--- src/rtl/sao_lcu_feeder_if.sv ---
// Bundle between the LCU feeder, the image and parameter memories and the
// SAO stage. The feeder drives the master side.
interface sao_lcu_feeder_if #(
  parameter int AW = 14,
  parameter int PW = 6
);
  logic          start;
  logic [1:0]    cfg_lcu_size;
  logic          busy;
  logic          img_rd;
  logic [AW-1:0] img_addr;
  logic [7:0]    img_q;
  logic          par_rd;
  logic [PW-1:0] par_addr;
  logic [23:0]   par_q;
  logic          in_en;
  logic [7:0]    din;
  logic [1:0]    sao_type;
  logic [4:0]    sao_band_pos;
  logic          sao_eo_class;
  logic [15:0]   sao_offset;
  logic [2:0]    lcu_x;
  logic [2:0]    lcu_y;
  logic [1:0]    lcu_size;
  logic          done;

  modport master (
    input  start, cfg_lcu_size, busy, img_q, par_q,
    output img_rd, img_addr, par_rd, par_addr, in_en, din,
           sao_type, sao_band_pos, sao_eo_class, sao_offset,
           lcu_x, lcu_y, lcu_size, done
  );

  modport slave (
    output start, cfg_lcu_size, busy, img_q, par_q,
    input  img_rd, img_addr, par_rd, par_addr, in_en, din,
           sao_type, sao_band_pos, sao_eo_class, sao_offset,
           lcu_x, lcu_y, lcu_size, done
  );
endinterface

--- src/rtl/sao_lcu_feeder.sv ---
// Streams a 128x128 frame to the SAO stage in LCU order (row-major inside
// each LCU) together with the per-LCU parameters, honouring busy through a
// 2-entry output buffer.
//
// state  | meaning
// IDLE   | waiting for start
// PAR_RD | parameter read for the current LCU
// PAR_LD | parameters and LCU position registered onto the outputs
// STREAM | pixel reads issued and drained through the buffer
// GAP    | two idle cycles, then next LCU or done
module sao_lcu_feeder (
  input  logic             clk,
  input  logic             reset,
  sao_lcu_feeder_if.master bus
);
  typedef enum logic [2:0] {IDLE, PAR_RD, PAR_LD, STREAM, GAP} state_t;

  state_t      state;
  logic [1:0]  lsz;
  logic [2:0]  lx, ly;
  logic        gap_ph;
  logic        done_r;
  logic [1:0]  sao_type_r;
  logic [4:0]  sao_band_r;
  logic        sao_eo_r;
  logic [15:0] sao_off_r;
  logic [2:0]  lcu_x_r, lcu_y_r;

  logic [5:0]  rd_row, rd_col;
  logic        rd_all;
  logic [11:0] acc_cnt;
  logic [7:0]  buf0, buf1;
  logic [1:0]  occ;
  logic        rd_pend;

  logic [5:0]  n_m1;
  logic [2:0]  lpr_m1;
  logic [11:0] last_acc;
  logic [13:0] addr_w;
  logic [5:0]  par_addr_w;
  logic        accept;
  logic        img_rd_w;
  logic [2:0]  fill;

  // Size-dependent geometry; N is a power of two so addresses are plain
  // concatenations of LCU index and in-LCU offset.
  always_comb begin
    n_m1       = 6'd15;
    lpr_m1     = 3'd7;
    last_acc   = 12'd255;
    addr_w     = {ly, rd_row[3:0], lx, rd_col[3:0]};
    par_addr_w = {ly, lx};
    case (lsz)
      2'd1: begin
        n_m1       = 6'd31;
        lpr_m1     = 3'd3;
        last_acc   = 12'd1023;
        addr_w     = {ly[1:0], rd_row[4:0], lx[1:0], rd_col[4:0]};
        par_addr_w = {2'b00, ly[1:0], lx[1:0]};
      end
      2'd2: begin
        n_m1       = 6'd63;
        lpr_m1     = 3'd1;
        last_acc   = 12'd4095;
        addr_w     = {ly[0], rd_row, lx[0], rd_col};
        par_addr_w = {4'b0000, ly[0], lx[0]};
      end
      default: ;
    endcase
  end

  // Accept and read-issue decisions; a read is allowed when the buffer
  // still has room after this cycle's accept and the in-flight read land.
  always_comb begin
    accept   = (occ != 2'd0) && !bus.busy;
    fill     = {1'b0, occ} + {2'b00, rd_pend} - {2'b00, accept};
    img_rd_w = (state == STREAM) && !rd_all && (fill < 3'd2);
  end

  assign bus.in_en        = accept;
  assign bus.din          = buf0;
  assign bus.img_rd       = img_rd_w;
  assign bus.img_addr     = addr_w;
  assign bus.par_rd       = (state == PAR_RD);
  assign bus.par_addr     = par_addr_w;
  assign bus.sao_type     = sao_type_r;
  assign bus.sao_band_pos = sao_band_r;
  assign bus.sao_eo_class = sao_eo_r;
  assign bus.sao_offset   = sao_off_r;
  assign bus.lcu_x        = lcu_x_r;
  assign bus.lcu_y        = lcu_y_r;
  assign bus.lcu_size     = lsz;
  assign bus.done         = done_r;

  // Output buffer plus read/accept counters for the current LCU.
  always_ff @(posedge clk or posedge reset) begin
    if (reset) begin
      rd_pend <= 1'b0;
      buf0    <= '0;
      buf1    <= '0;
      occ     <= '0;
      rd_row  <= '0;
      rd_col  <= '0;
      rd_all  <= 1'b0;
      acc_cnt <= '0;
    end else begin
      rd_pend <= img_rd_w;
      case ({rd_pend, accept})
        2'b10: begin
          if (occ == 2'd0) buf0 <= bus.img_q;
          else             buf1 <= bus.img_q;
          occ <= occ + 2'd1;
        end
        2'b01: begin
          buf0 <= buf1;
          occ  <= occ - 2'd1;
        end
        2'b11: begin
          if (occ == 2'd1) begin
            buf0 <= bus.img_q;
          end else begin
            buf0 <= buf1;
            buf1 <= bus.img_q;
          end
        end
        default: ;
      endcase
      if (state == PAR_LD) begin
        rd_row  <= '0;
        rd_col  <= '0;
        rd_all  <= 1'b0;
        acc_cnt <= '0;
      end else begin
        if (img_rd_w) begin
          if (rd_col == n_m1) begin
            rd_col <= '0;
            if (rd_row == n_m1) rd_all <= 1'b1;
            else                rd_row <= rd_row + 6'd1;
          end else begin
            rd_col <= rd_col + 6'd1;
          end
        end
        if (accept) acc_cnt <= acc_cnt + 12'd1;
      end
    end
  end

  // Frame sequencing FSM with registered parameter, position and done outputs.
  always_ff @(posedge clk or posedge reset) begin
    if (reset) begin
      state      <= IDLE;
      lsz        <= '0;
      lx         <= '0;
      ly         <= '0;
      gap_ph     <= 1'b0;
      done_r     <= 1'b0;
      sao_type_r <= '0;
      sao_band_r <= '0;
      sao_eo_r   <= 1'b0;
      sao_off_r  <= '0;
      lcu_x_r    <= '0;
      lcu_y_r    <= '0;
    end else begin
      done_r <= 1'b0;
      case (state)
        IDLE: begin
          if (bus.start) begin
            lsz   <= (bus.cfg_lcu_size == 2'd3) ? 2'd2 : bus.cfg_lcu_size;
            lx    <= '0;
            ly    <= '0;
            state <= PAR_RD;
          end
        end
        PAR_RD: state <= PAR_LD;
        PAR_LD: begin
          sao_type_r <= bus.par_q[23:22];
          sao_band_r <= bus.par_q[21:17];
          sao_eo_r   <= bus.par_q[16];
          sao_off_r  <= bus.par_q[15:0];
          lcu_x_r    <= lx;
          lcu_y_r    <= ly;
          state      <= STREAM;
        end
        STREAM: begin
          if (accept && (acc_cnt == last_acc)) begin
            gap_ph <= 1'b0;
            state  <= GAP;
          end
        end
        GAP: begin
          if (!gap_ph) begin
            gap_ph <= 1'b1;
          end else if ((lx == lpr_m1) && (ly == lpr_m1)) begin
            done_r <= 1'b1;
            state  <= IDLE;
          end else begin
            if (lx == lpr_m1) begin
              lx <= '0;
              ly <= ly + 3'd1;
            end else begin
              lx <= lx + 3'd1;
            end
            state <= PAR_RD;
          end
        end
        default: state <= IDLE;
      endcase
    end
  end
endmodule

--- src/flat_wrapper.sv ---
// flat-port wrapper written by rule: the top's interface ports become plain ports
module sao_lcu_feeder_flat 
  (clk, reset, bus_start, bus_cfg_lcu_size, bus_busy, bus_img_q, bus_par_q, bus_img_rd, bus_img_addr, bus_par_rd, bus_par_addr, bus_in_en, bus_din, bus_sao_type, bus_sao_band_pos, bus_sao_eo_class, bus_sao_offset, bus_lcu_x, bus_lcu_y, bus_lcu_size, bus_done);
  sao_lcu_feeder_if bus_i ();
  input  logic clk;
  input  logic reset;
  input wire logic [$bits(bus_i.start)-1:0] bus_start;
  input wire logic [$bits(bus_i.cfg_lcu_size)-1:0] bus_cfg_lcu_size;
  input wire logic [$bits(bus_i.busy)-1:0] bus_busy;
  input wire logic [$bits(bus_i.img_q)-1:0] bus_img_q;
  input wire logic [$bits(bus_i.par_q)-1:0] bus_par_q;
  output wire logic [$bits(bus_i.img_rd)-1:0] bus_img_rd;
  output wire logic [$bits(bus_i.img_addr)-1:0] bus_img_addr;
  output wire logic [$bits(bus_i.par_rd)-1:0] bus_par_rd;
  output wire logic [$bits(bus_i.par_addr)-1:0] bus_par_addr;
  output wire logic [$bits(bus_i.in_en)-1:0] bus_in_en;
  output wire logic [$bits(bus_i.din)-1:0] bus_din;
  output wire logic [$bits(bus_i.sao_type)-1:0] bus_sao_type;
  output wire logic [$bits(bus_i.sao_band_pos)-1:0] bus_sao_band_pos;
  output wire logic [$bits(bus_i.sao_eo_class)-1:0] bus_sao_eo_class;
  output wire logic [$bits(bus_i.sao_offset)-1:0] bus_sao_offset;
  output wire logic [$bits(bus_i.lcu_x)-1:0] bus_lcu_x;
  output wire logic [$bits(bus_i.lcu_y)-1:0] bus_lcu_y;
  output wire logic [$bits(bus_i.lcu_size)-1:0] bus_lcu_size;
  output wire logic [$bits(bus_i.done)-1:0] bus_done;
  assign bus_i.start = bus_start;
  assign bus_i.cfg_lcu_size = bus_cfg_lcu_size;
  assign bus_i.busy = bus_busy;
  assign bus_i.img_q = bus_img_q;
  assign bus_i.par_q = bus_par_q;
  assign bus_img_rd = bus_i.img_rd;
  assign bus_img_addr = bus_i.img_addr;
  assign bus_par_rd = bus_i.par_rd;
  assign bus_par_addr = bus_i.par_addr;
  assign bus_in_en = bus_i.in_en;
  assign bus_din = bus_i.din;
  assign bus_sao_type = bus_i.sao_type;
  assign bus_sao_band_pos = bus_i.sao_band_pos;
  assign bus_sao_eo_class = bus_i.sao_eo_class;
  assign bus_sao_offset = bus_i.sao_offset;
  assign bus_lcu_x = bus_i.lcu_x;
  assign bus_lcu_y = bus_i.lcu_y;
  assign bus_lcu_size = bus_i.lcu_size;
  assign bus_done = bus_i.done;
  sao_lcu_feeder u_core (.clk(clk), .reset(reset), .bus(bus_i));
endmodule
--- config.mk ---
export PLATFORM = sky130hd
export DESIGN_NAME = sao_lcu_feeder_flat
export DESIGN_NICKNAME = d
export VERILOG_FILES = /design/src/rtl/sao_lcu_feeder_if.sv /design/src/rtl/sao_lcu_feeder.sv /design/src/flat_wrapper.sv
export SDC_FILE = /design/constraint.sdc
export NUM_CORES = 1
export LEC_CHECK = 0
export CAP_MARGIN = 15
export CORE_UTILIZATION = 40
export CTS_CLUSTER_SIZE = 30
export DETAILED_ROUTE_END_ITERATION = 12
export GPL_TIMING_DRIVEN = 0
export HOLD_SLACK_MARGIN = 0.03
export PLACE_DENSITY = 0.66
export SYNTH_ARGS = -nofsm -noshare
export SYNTH_HDL_FRONTEND = slang
export SYNTH_SLANG_ARGS = --single-unit
--- constraint.sdc ---
create_clock -name clk -period 7.4 [get_ports clk]
set_input_delay 1.11 -clock clk [delete_from_list [all_inputs] [get_ports clk]]
set_output_delay 1.11 -clock clk [all_outputs]
set_load 0.02 [all_outputs]
Word level (Yosys, flattened, before mapping)
Index checks and enable logic that the tools add are counted.
Storage, ports and cells
  bits in registers: 87
  latch bits: 0
  bits in writable memories: 0
  ROM bits: 0
  output and inout bits: 64
  logic and storage cells: 128
  memories kept: 0
Cells by class
  add/sub/neg operators: 9
  multipliers: 0
  div/mod/pow operators: 0
  order comparisons: 1
  eq/ne operators: 25
  shift-type cells: 0
  muxes and demuxes: 45
  bitwise logic cells: 0
  reductions and logical operators: 28
Operators with widths (number)
  $mux W6: 7
  $mux W8: 4
  $mux W3: 10
  $pmux W14 S2: 1
  $mux W12: 2
  $pmux W12 S2: 1
  $pmux W6 S2: 2
  $pmux W8 S3: 1
  $pmux W3 S2: 3
  $reduce_bool A2 Y1: 9
  $pmux W8 S2: 1
  $pmux W3 S5: 1
  $add A12 B1 Y12 const B: 1
  $add A6 B1 Y6 const B: 2
  $eq A12 B12 Y1: 1
  $eq A6 B6 Y1: 2
  $reduce_and A3 Y1: 4
  $ne A2 B2 Y1 const B: 5
  $mux W1: 9
  $eq A2 B2 Y1 const B: 4
  $ne A2 B1 Y1 const B: 4
  $add A3 B1 Y3 const B: 2
  $eq A2 B1 Y1 const B: 3
  $eq A3 B2 Y1 const B: 2
  19 further kinds: 27

Logic depth before layout (Yosys ltp)
Gate-level depths: netlist (run 1).
  depth after elaboration: 7
  mapped depth: 13
  depth with buffers taken out: 12

Worst setup path after synthesis (run 1)
No wires, ideal clock.
  path kind: input-to-output
  from: input port bus_busy
  to: output port bus_img_rd
  arrival time: 3052 ps
  path slack: 3238 ps
  stages: 8
  path buffers: 0
  cells stage by stage: nor2_1 -> inv_1 -> nor2_1 -> o21ai_0 -> fa_1 -> xnor2_1 -> nand3_1 -> clkinv_1
Between the ends
  word-level cells in the longest chain between the ends: 5
RTL lines
  from (decl): RTL line flat_wrapper.sv:9  | input wire logic [$bits(bus_i.busy)-1:0] bus_busy;
  $logic_not A1 Y1: RTL line sao_lcu_feeder.sv:75  | accept = (occ != 2'd0) && !bus.busy;
  $logic_and A1 B1 Y1: RTL line sao_lcu_feeder.sv:75
  $sub A3 B1 Y3: RTL line sao_lcu_feeder.sv:76  | fill = {1'b0, occ} + {2'b00, rd_pend} - {2'b00, accept};
  $lt A3 B2 Y1: RTL line sao_lcu_feeder.sv:77  | img_rd_w = (state == STREAM) && !rd_all && (fill < 3'd2);
  $logic_and A1 B1 Y1: RTL line sao_lcu_feeder.sv:77
  to (decl): RTL line flat_wrapper.sv:12  | output wire logic [$bits(bus_i.img_rd)-1:0] bus_img_rd;
Every way passes these cells.

Worst setup path in the final report (run 1)
Same ends and word-level chain as after synthesis.

==> results by group, run 1 <==
Run status
  • Outcome: finished clean

Synth
  • Primary FF master, synth: dfrtp_1
  • Yosys reg bits: 87
  • Ys async rst share: 100.0%
  • Synth top area cells: dfrtp_1 (50%), nand2_1 (10%), ha_1 (3.7%)
  • Avg Synthesized Cell Area: 9.264 µm²
  • Syn nets: 525
  • Synth cell types: 50
  • Yosys top cell by area: dfrtp_1
  • Top-area cell type share of the netlist area: 49.69%
  • Commonest cells in the netlist: nand2_1 (122), dfrtp_1 (87), nor2_1 (25)
  • Sequential-to-total area share from yosys stat: 49.69%
  • Top-count cell post-synth: nand2_1
  • Mapped Cells: 473
  • EDFF count, synth: 0
  • Synth Warn #: 0
  • Cell Area, Synth: 4382 µm²

Global routing
  • Vias in the first global route: 3706
  • Initial antenna violation count: 0
  • First-pass GRT wire length: 17310 µm
  • Largest net degree at the start of global routing: 72
  • All-Layer GR Usage: 19.06%
  • Remaining Overflow, GRT: 0

Timing
  • Hold Fails Final Rpt: 0
  • Setup TNS: 0 ns
  • Hold Slack: 0.4789 ns
  • RSZ-0062 raised after global routing: no
  • Clock Skew: 0.01052 ns
  • Worst-margin pin slew: 0.8488 ns
  • Worst slew margin: 43.41%
  • Highest Clock Rate: 0.1854 GHz
  • Final Cycle Share: 72.87%
  • Tmin final: 5.392 ns
  • Final setup vio count: 0
  • Slew Limit Fails: 0

Worst hold path
  • Hold Path Depth: 2
  • Hold_sp: u_core.bus.sao_offset[5]$_DFFE_PP0P_
  • Worst hold endpoint: u_core.bus.sao_offset[5]$_DFFE_PP0P_
  • Worst hold path class: flop to flop

Floorplan
  • Die Y: 106.7 µm
  • # IOs: 102
  • Site row count: 37
  • Die ar.: 11380 µm²
  • Die W: 106.7 µm
  • Core Region: 10460 µm²
  • Initial Util: 41.88%

Route
  • Routed WL: 10320 µm
  • Iter 0 DRT Violations: 212
  • Via count: 3659
  • Drt via density: 5.033
  • Post-route antenna net violation count: 0
  • WL per Instance: 14.20 µm
  • First-pass DRT Iterations: 4
  • DR DRC count: 0

Clock tree
  • CTS sink count: 87
  • CTS Buffer Depth: 2
  • Total CTS buffers: 9
  • CTS tree: yes
  • Post-CTS resize count: 0
  • Hold Buf Count CTS: 0
  • H-Tree Depth: 3
  • CTS Root Cell: clkbuf_8
  • Clock-pin slew on the worst setup and hold paths: 0.09 ns
  • Skew-Pair Late Insertion Delay: 0.36 ns
  • Number of post-CTS setup repair buffers: 0

Critical path
  • WS Path Type: input port to output pin
  • Worst EP arrival: 4.28 ns
  • Worst EP required: 6.29 ns
  • CP startpoint kind: input port
  • FF-to-FF Start: u_core.occ[0]$_DFFE_PP0P_
  • R2R Path End: u_core.rd_row[5]$_DFFE_PP0P_
  • R2R setup slack: 3.83 ns
  • Crit. End Element: output pin
  • Max FO, Critical Path: 10
  • Depth of the worst register-to-register path: 13

Finish
  • Antenna cells: 0
  • Share of layout cells above drive strength 1: 7.953%
  • Register Area: 2177 µm²
  • Area of the multi-input gates: 1993 µm²
  • Fillers: 982
  • Nets: 638
  • Synth-to-Final Area Change: 32.10%

Placement
  • PortBufs: 101
  • Detail Placement HPWL: 7414 µm
  • Gpl congestion: 0.8240

Power
  • Leakage: 0.002549 µW
  • Pwr/cell area: 289.5 nW/µm²
  • Peak supply drop: 0.1802 mV

Job
  • Max Cap Viol: 0
==> per-layer routing <==
layer / up-vias / routed length [µm] / part of all wire [%] / track usage [%]
met2: 71 / 5100 / 49 / 32.86
met3: 9 / 449 / 4.3 / 3.526
met4: 0 / 108 / 1.0 / 5.577
met5: - / 0 / 0 / 0
met1: 1749 / 4664 / 45 / 24.35
li1: 1830 / - / - / -
==> stage by stage <==
step | util (%) | setup WS (ns) | area (µm²) | power (µW) | cells
3_5_place_dp | 53.46 | 1.996 | 5593 | 1348 | 711
6_report | 55.32 | 2.008 | 5788 | 1675 | 727
3_3_place_gp | 53.17 | 2.076 | 5563 | 1327 | 710
5_1_grt | 55.32 | 1.701 | 5788 | 1787 | 727
2_1_floorplan | - | 3.238 | 4382 | 1093 | 473
4_1_cts | 55.32 | 1.979 | 5788 | 1690 | 727
==> cell usage in the layout, fill, tap and decap left out, drive strengths merged, types with 3 or more instances in the layout <==
master / instances
xnor2: 10
or3b: 3
xor2: 8
nand4: 6
nor3: 9
buf: 19
mux2: 11
a21oi: 18
clkdlybuf4s50: 101
nand2b: 8
clkbuf: 25
o211ai: 3
ha: 13
or3: 4
o21ai: 20
a31oi: 5
and2: 3
mux2i: 6
and3: 8
a22oi: 11
inv: 13
dfrtp: 87
or4: 4
nor3b: 4
nor4: 6
nor2: 25
nand2: 122
nand3: 10
a31o: 3
==> registers in the layout (all words and copies together) (netlist names) <==
| name | flops |
|---|---|
| u_core.bus.lcu_x | 3 |
| u_core.bus.sao_type | 2 |
| u_core.bus.din | 8 |
| u_core.bus.sao_offset | 16 |
| u_core.state | 3 |
| u_core.rd_all | 1 |
| u_core.rd_pend | 1 |
| u_core.rd_row | 6 |
| u_core.bus.lcu_size | 2 |
| u_core.gap_ph | 1 |
| u_core.bus.sao_band_pos | 5 |
| u_core.bus.done | 1 |
| u_core.bus.lcu_y | 3 |
| u_core.acc_cnt | 12 |
| u_core.ly | 3 |
| u_core.occ | 2 |
| u_core.rd_col | 6 |
| u_core.bus.sao_eo_class | 1 |
| u_core.lx | 3 |
| u_core.buf1 | 8 |
==> report_power, final <==
part	internal [µW]	total (µW)	switching, µW	leakage, µW
clock	158	337	179	0.0000933
sequential	585	666	81.1	0.00107
combinational	316	673	356	0.00138
==> worst max-delay path by stage <==
stage | slack [ns] | depth (start not counted) | startpoint | end
after global routing | 1.70 | 10 | bus_busy | bus_img_rd
after CTS | 1.98 | 10 | bus_busy | bus_img_rd
final | 2.01 | 10 | bus_busy | bus_img_rd
after global placement | 2.08 | 10 | bus_busy | bus_img_rd
after detailed placement | 2.00 | 10 | bus_busy | bus_img_rd
after floorplan | 3.24 | 8 | bus_busy | bus_img_rd
==> cell type report <==
class	instances	share of cell area, %
Buffer	33	2.875
Timing Repair Buffer	102	17.94
Clock inverter	6	1.167
Tap cell	136	2.940
Multi-Input combinational cell	341	34.44
Inverter	12	0.8214
Sequential cell	87	37.61
Clock buffer	10	2.205
==> worst max-delay path, cell delays in order <==
cell,delay [ns]
clkdlybuf4s50_1,0.53
nor2_1,0.45
inv_1,0.15
nor2_1,0.22
o21ai_0,0.17
fa_1,0.42
xnor2_1,0.20
nand3_1,0.15
clkinv_1,0.23
clkdlybuf4s50_1,0.65
==> cell families (layout without fill, tap and decap cells) <==
kind of cell	Yosys count	count (layout)	synth area share, %
AOI/OAI and AO/OA	69	69	9.681
xor gates and xnor gates	18	18	3.598
adders and majority gates	14	14	4.169
buffers and inverters	45	163	4.826
DFF	87	87	49.69
muxes	17	17	4.198
and+or+nand+nor	223	223	23.84
No activity file was read; power rests on OpenSTA's default activity.
==> inputs of run 2 (changes only) <==
--- a/config.mk
+++ b/config.mk
@@ -11,7 +11,7 @@
 export DETAILED_ROUTE_END_ITERATION = 12
 export GPL_TIMING_DRIVEN = 0
 export HOLD_SLACK_MARGIN = 0.03
-export PLACE_DENSITY = 0.66
+export PLACE_DENSITY = 0.69
 export SYNTH_ARGS = -nofsm -noshare
 export SYNTH_HDL_FRONTEND = slang
 export SYNTH_SLANG_ARGS = --single-unit
==> constraint.sdc (replaced) <==
create_clock -name clk -period 4.8 [get_ports clk]
set_input_delay 0.72 -clock clk [delete_from_list [all_inputs] [get_ports clk]]
set_output_delay 0.72 -clock clk [all_outputs]
set_load 0.02 [all_outputs]
==> run 2 against run 1 <==
Register-to-register slack got worse by 2.4 ns; flip-flop and latch count did not move; clock skew fell by 0.0015 ns; sequential share of layout area fell by 0.14 points; hold slack improved by 0.0059 ns; worst setup slack got worse by 1.7 ns; die area did not move; first-iteration DRC count fell by 17%; cell area rose by 0.37%; clock power rose by 61%; largest cell class unchanged.
==> results by group, run 2 (synthesis gave the netlist of run 1 again) <==
Clock tree
  • Skew-Pair Late Insertion Delay: 0.35 ns (about the same)
  • CTS Buffer Depth: 2 (unchanged)
  • CTS sink count: 87 (unchanged)
  • CTS Root Cell: clkbuf_8
  • H-Tree Depth: 3 (unchanged)
  • Total CTS buffers: 9 (unchanged)
  • Clock-pin slew on the worst setup and hold paths: 0.09 ns (about the same)
  • CTS tree: yes
  • Number of post-CTS setup repair buffers: 0 (unchanged)
  • Hold Buf Count CTS: 0 (unchanged)

Timing
  • Hold Fails Final Rpt: 0 (unchanged)
  • Worst slew margin: 44.12% (+0.70 points)
  • Clock Skew: 0.009055 ns (-0.001461 ns)
  • Slew Limit Fails: 0 (unchanged)
  • Final Cycle Share: 93.43%
  • Final setup vio count: 0 (unchanged)
  • Highest Clock Rate: 0.2230 GHz
  • Worst-margin pin slew: 0.8383 ns (-0.01052 ns)
  • Tmin final: 4.485 ns
  • RSZ-0062 raised after global routing: no
  • Setup TNS: 0 ns (unchanged)

Power
  • Peak supply drop: 0.3147 mV (+75%)
  • Leakage: 0.002565 µW (+0.62%)
  • Pwr/cell area: 449.2 nW/µm² (+55%)
  • Power, Total: 2609 µW (+56%)

Route
  • DR DRC count: 0 (unchanged)
  • WL per Instance: 14.09 µm (-0.79%)
  • Iter 0 DRT Violations: 176 (-17%)
  • Via count: 3705 (+1.3%)
  • First-pass DRT Iterations: 5 (+1)
  • Routed WL: 10240 µm (-0.79%)
  • Post-route antenna net violation count: 0 (unchanged)
  • Drt via density: 5.096 (+1.3%)

Job
  • Max Cap Viol: 0 (unchanged)

Critical path
  • CP peak stage delay: 0.65 ns (about the same)
  • Worst EP required: 4.08 ns (-2.21 ns)
  • WS Path Type: input port to output pin
  • Worst EP arrival: 3.76 ns (-0.52 ns)
  • R2R setup slack: 1.43 ns (-2.40 ns)
  • Crit. Startpoint: bus_busy
  • R2R Path End: u_core.rd_row[5]$_DFFE_PP0P_
  • Crit-path most repeated cell: clkdlybuf4s50_1
  • Depth of the worst register-to-register path: 13 (unchanged)
  • FF-to-FF Start: u_core.occ[0]$_DFFE_PP0P_
  • CP startpoint kind: input port
  • Slowest-stage cell, CP: clkdlybuf4s50_1
  • Max FO, Critical Path: 10 (unchanged)
  • Crit. End Element: output pin
  • Sequence of cells on the critical path: clkdlybuf4s50_1 > nor2_2 > inv_1 > nor2_1 > o21ai_0 > fa_1 > xnor2_1 > nand3_1 > clkinv_1 > clkdlybuf4s50_1

Finish
  • Antenna cells: 0 (unchanged)
  • Share of layout cells above drive strength 1: 8.291% (+0.34 points)
  • Nets: 638 (unchanged)
  • Synth-to-Final Area Change: 32.58%
  • Most common cell after layout, fill and taps aside: nand2_1
  • Most frequent cells in the layout: nand2_1 (122), clkdlybuf4s50_1 (101), dfrtp_1 (87)
  • Largest register FFs: 16 (unchanged)

Worst hold path
  • Hold Path Depth: 2 (unchanged)
  • Worst hold endpoint: u_core.bus.sao_offset[3]$_DFFE_PP0P_
  • Hold_sp: u_core.bus.sao_offset[3]$_DFFE_PP0P_
  • Worst hold path class: flop to flop

Global routing
  • Largest net degree at the start of global routing: 71 (-1.4%)
  • All-Layer GR Usage: 18.68% (-0.39 points)
  • Remaining Overflow, GRT: 0 (unchanged)
  • First-pass GRT wire length: 16890 µm (-2.4%)
  • Initial antenna violation count: 0 (unchanged)
  • Vias in the first global route: 3547 (-4.3%)

Run status
  • Outcome: finished clean

Floorplan
  • Core Region: 10460 µm² (unchanged)
  • Die ar.: 11380 µm² (unchanged)
  • Die W: 106.7 µm (unchanged)
  • Site row count: 37 (unchanged)
  • Initial Util: 41.88% (unchanged)
  • # IOs: 102 (unchanged)
  • Die Y: 106.7 µm (unchanged)

Placement
  • Gpl congestion: 0.7597 (-7.8%)
  • PortBufs: 101 (unchanged)
  • Detail Placement HPWL: 7373 µm (-0.56%)
## run 2: changes by cell type in the layout (fill, tap and decap cells not counted), sizes merged
cell,previous run,this run
clkinvlp,2,0
clkinv,2,4
## run 2: report_power, final
group / internal [µW] / leakage [µW] / switching, µW
clock network: 263 / 0.000109 / 281
registers: 902 / 0.00107 / 132
logic: 488 / 0.00138 / 545
## run 2: timing repair
item	4_1_cts	5_1_grt
hold endpoints to repair	0	0
gates resized for setup	0	1
endpoints found under the setup margin	0	1
## run 2: area by class of cell
type	count	area (µm²)
well taps	136	170.2
repair buffers	102	1039
inverters	12	47.55
plain buffers	33	166.4
clock buffers	10	137.6
multi-input cells	341	1996
flip-flops and latches	87	2177
fillers	980	4653
clock inverters	6	76.32
## run 2: how the worst max path moves through the flow
stage | depth (start not counted) | to | slack, ns
6_report | 10 | bus_img_rd | 0.32
4_1_cts | 10 | bus_img_rd | 0.17
2_1_floorplan | 11 | bus_img_rd | 1.39
5_1_grt | 10 | bus_img_rd | 0.08
3_5_place_dp | 10 | bus_img_rd | 0.19
3_3_place_gp | 10 | bus_img_rd | 0.27
## run 2: metrics by stage
| step | instances | util (%) | hold slack [ns] | worst slack, ns | area, µm² |
|---|---|---|---|---|---|
| floorplan | 473 | - | 0.4646 | 1.387 | 4382 |
| finish | 727 | 55.53 | 0.4848 | 0.3154 | 5809 |
| CTS | 727 | 55.50 | 0.4858 | 0.1650 | 5807 |
| detailed placement | 711 | 53.46 | 0.4613 | 0.1856 | 5593 |
| global route | 727 | 55.53 | 0.5075 | 0.08130 | 5809 |
| global placement | 710 | 53.17 | 0.4584 | 0.2719 | 5563 |
## run 2: metal layers
metal | vias to the layer above | wire length, µm | GRT usage (%)
li1 | 1831 | - | -
met1 | 1770 | 4747 | 25.58
met2 | 91 | 4828 | 29.45
met3 | 13 | 501 | 4.316
met4 | 0 | 163 | 5.577
met5 | - | 0 | 0
## run 2: critical path: cells and delay by family
kind                       cells  cell delay (ns)
AOI/OAI and AO/OA              1             0.16
buffers and inverters          4             1.55
and+or+nand+nor                3             0.69
xor gates and xnor gates       1             0.21
adders and majority gates      1             0.43
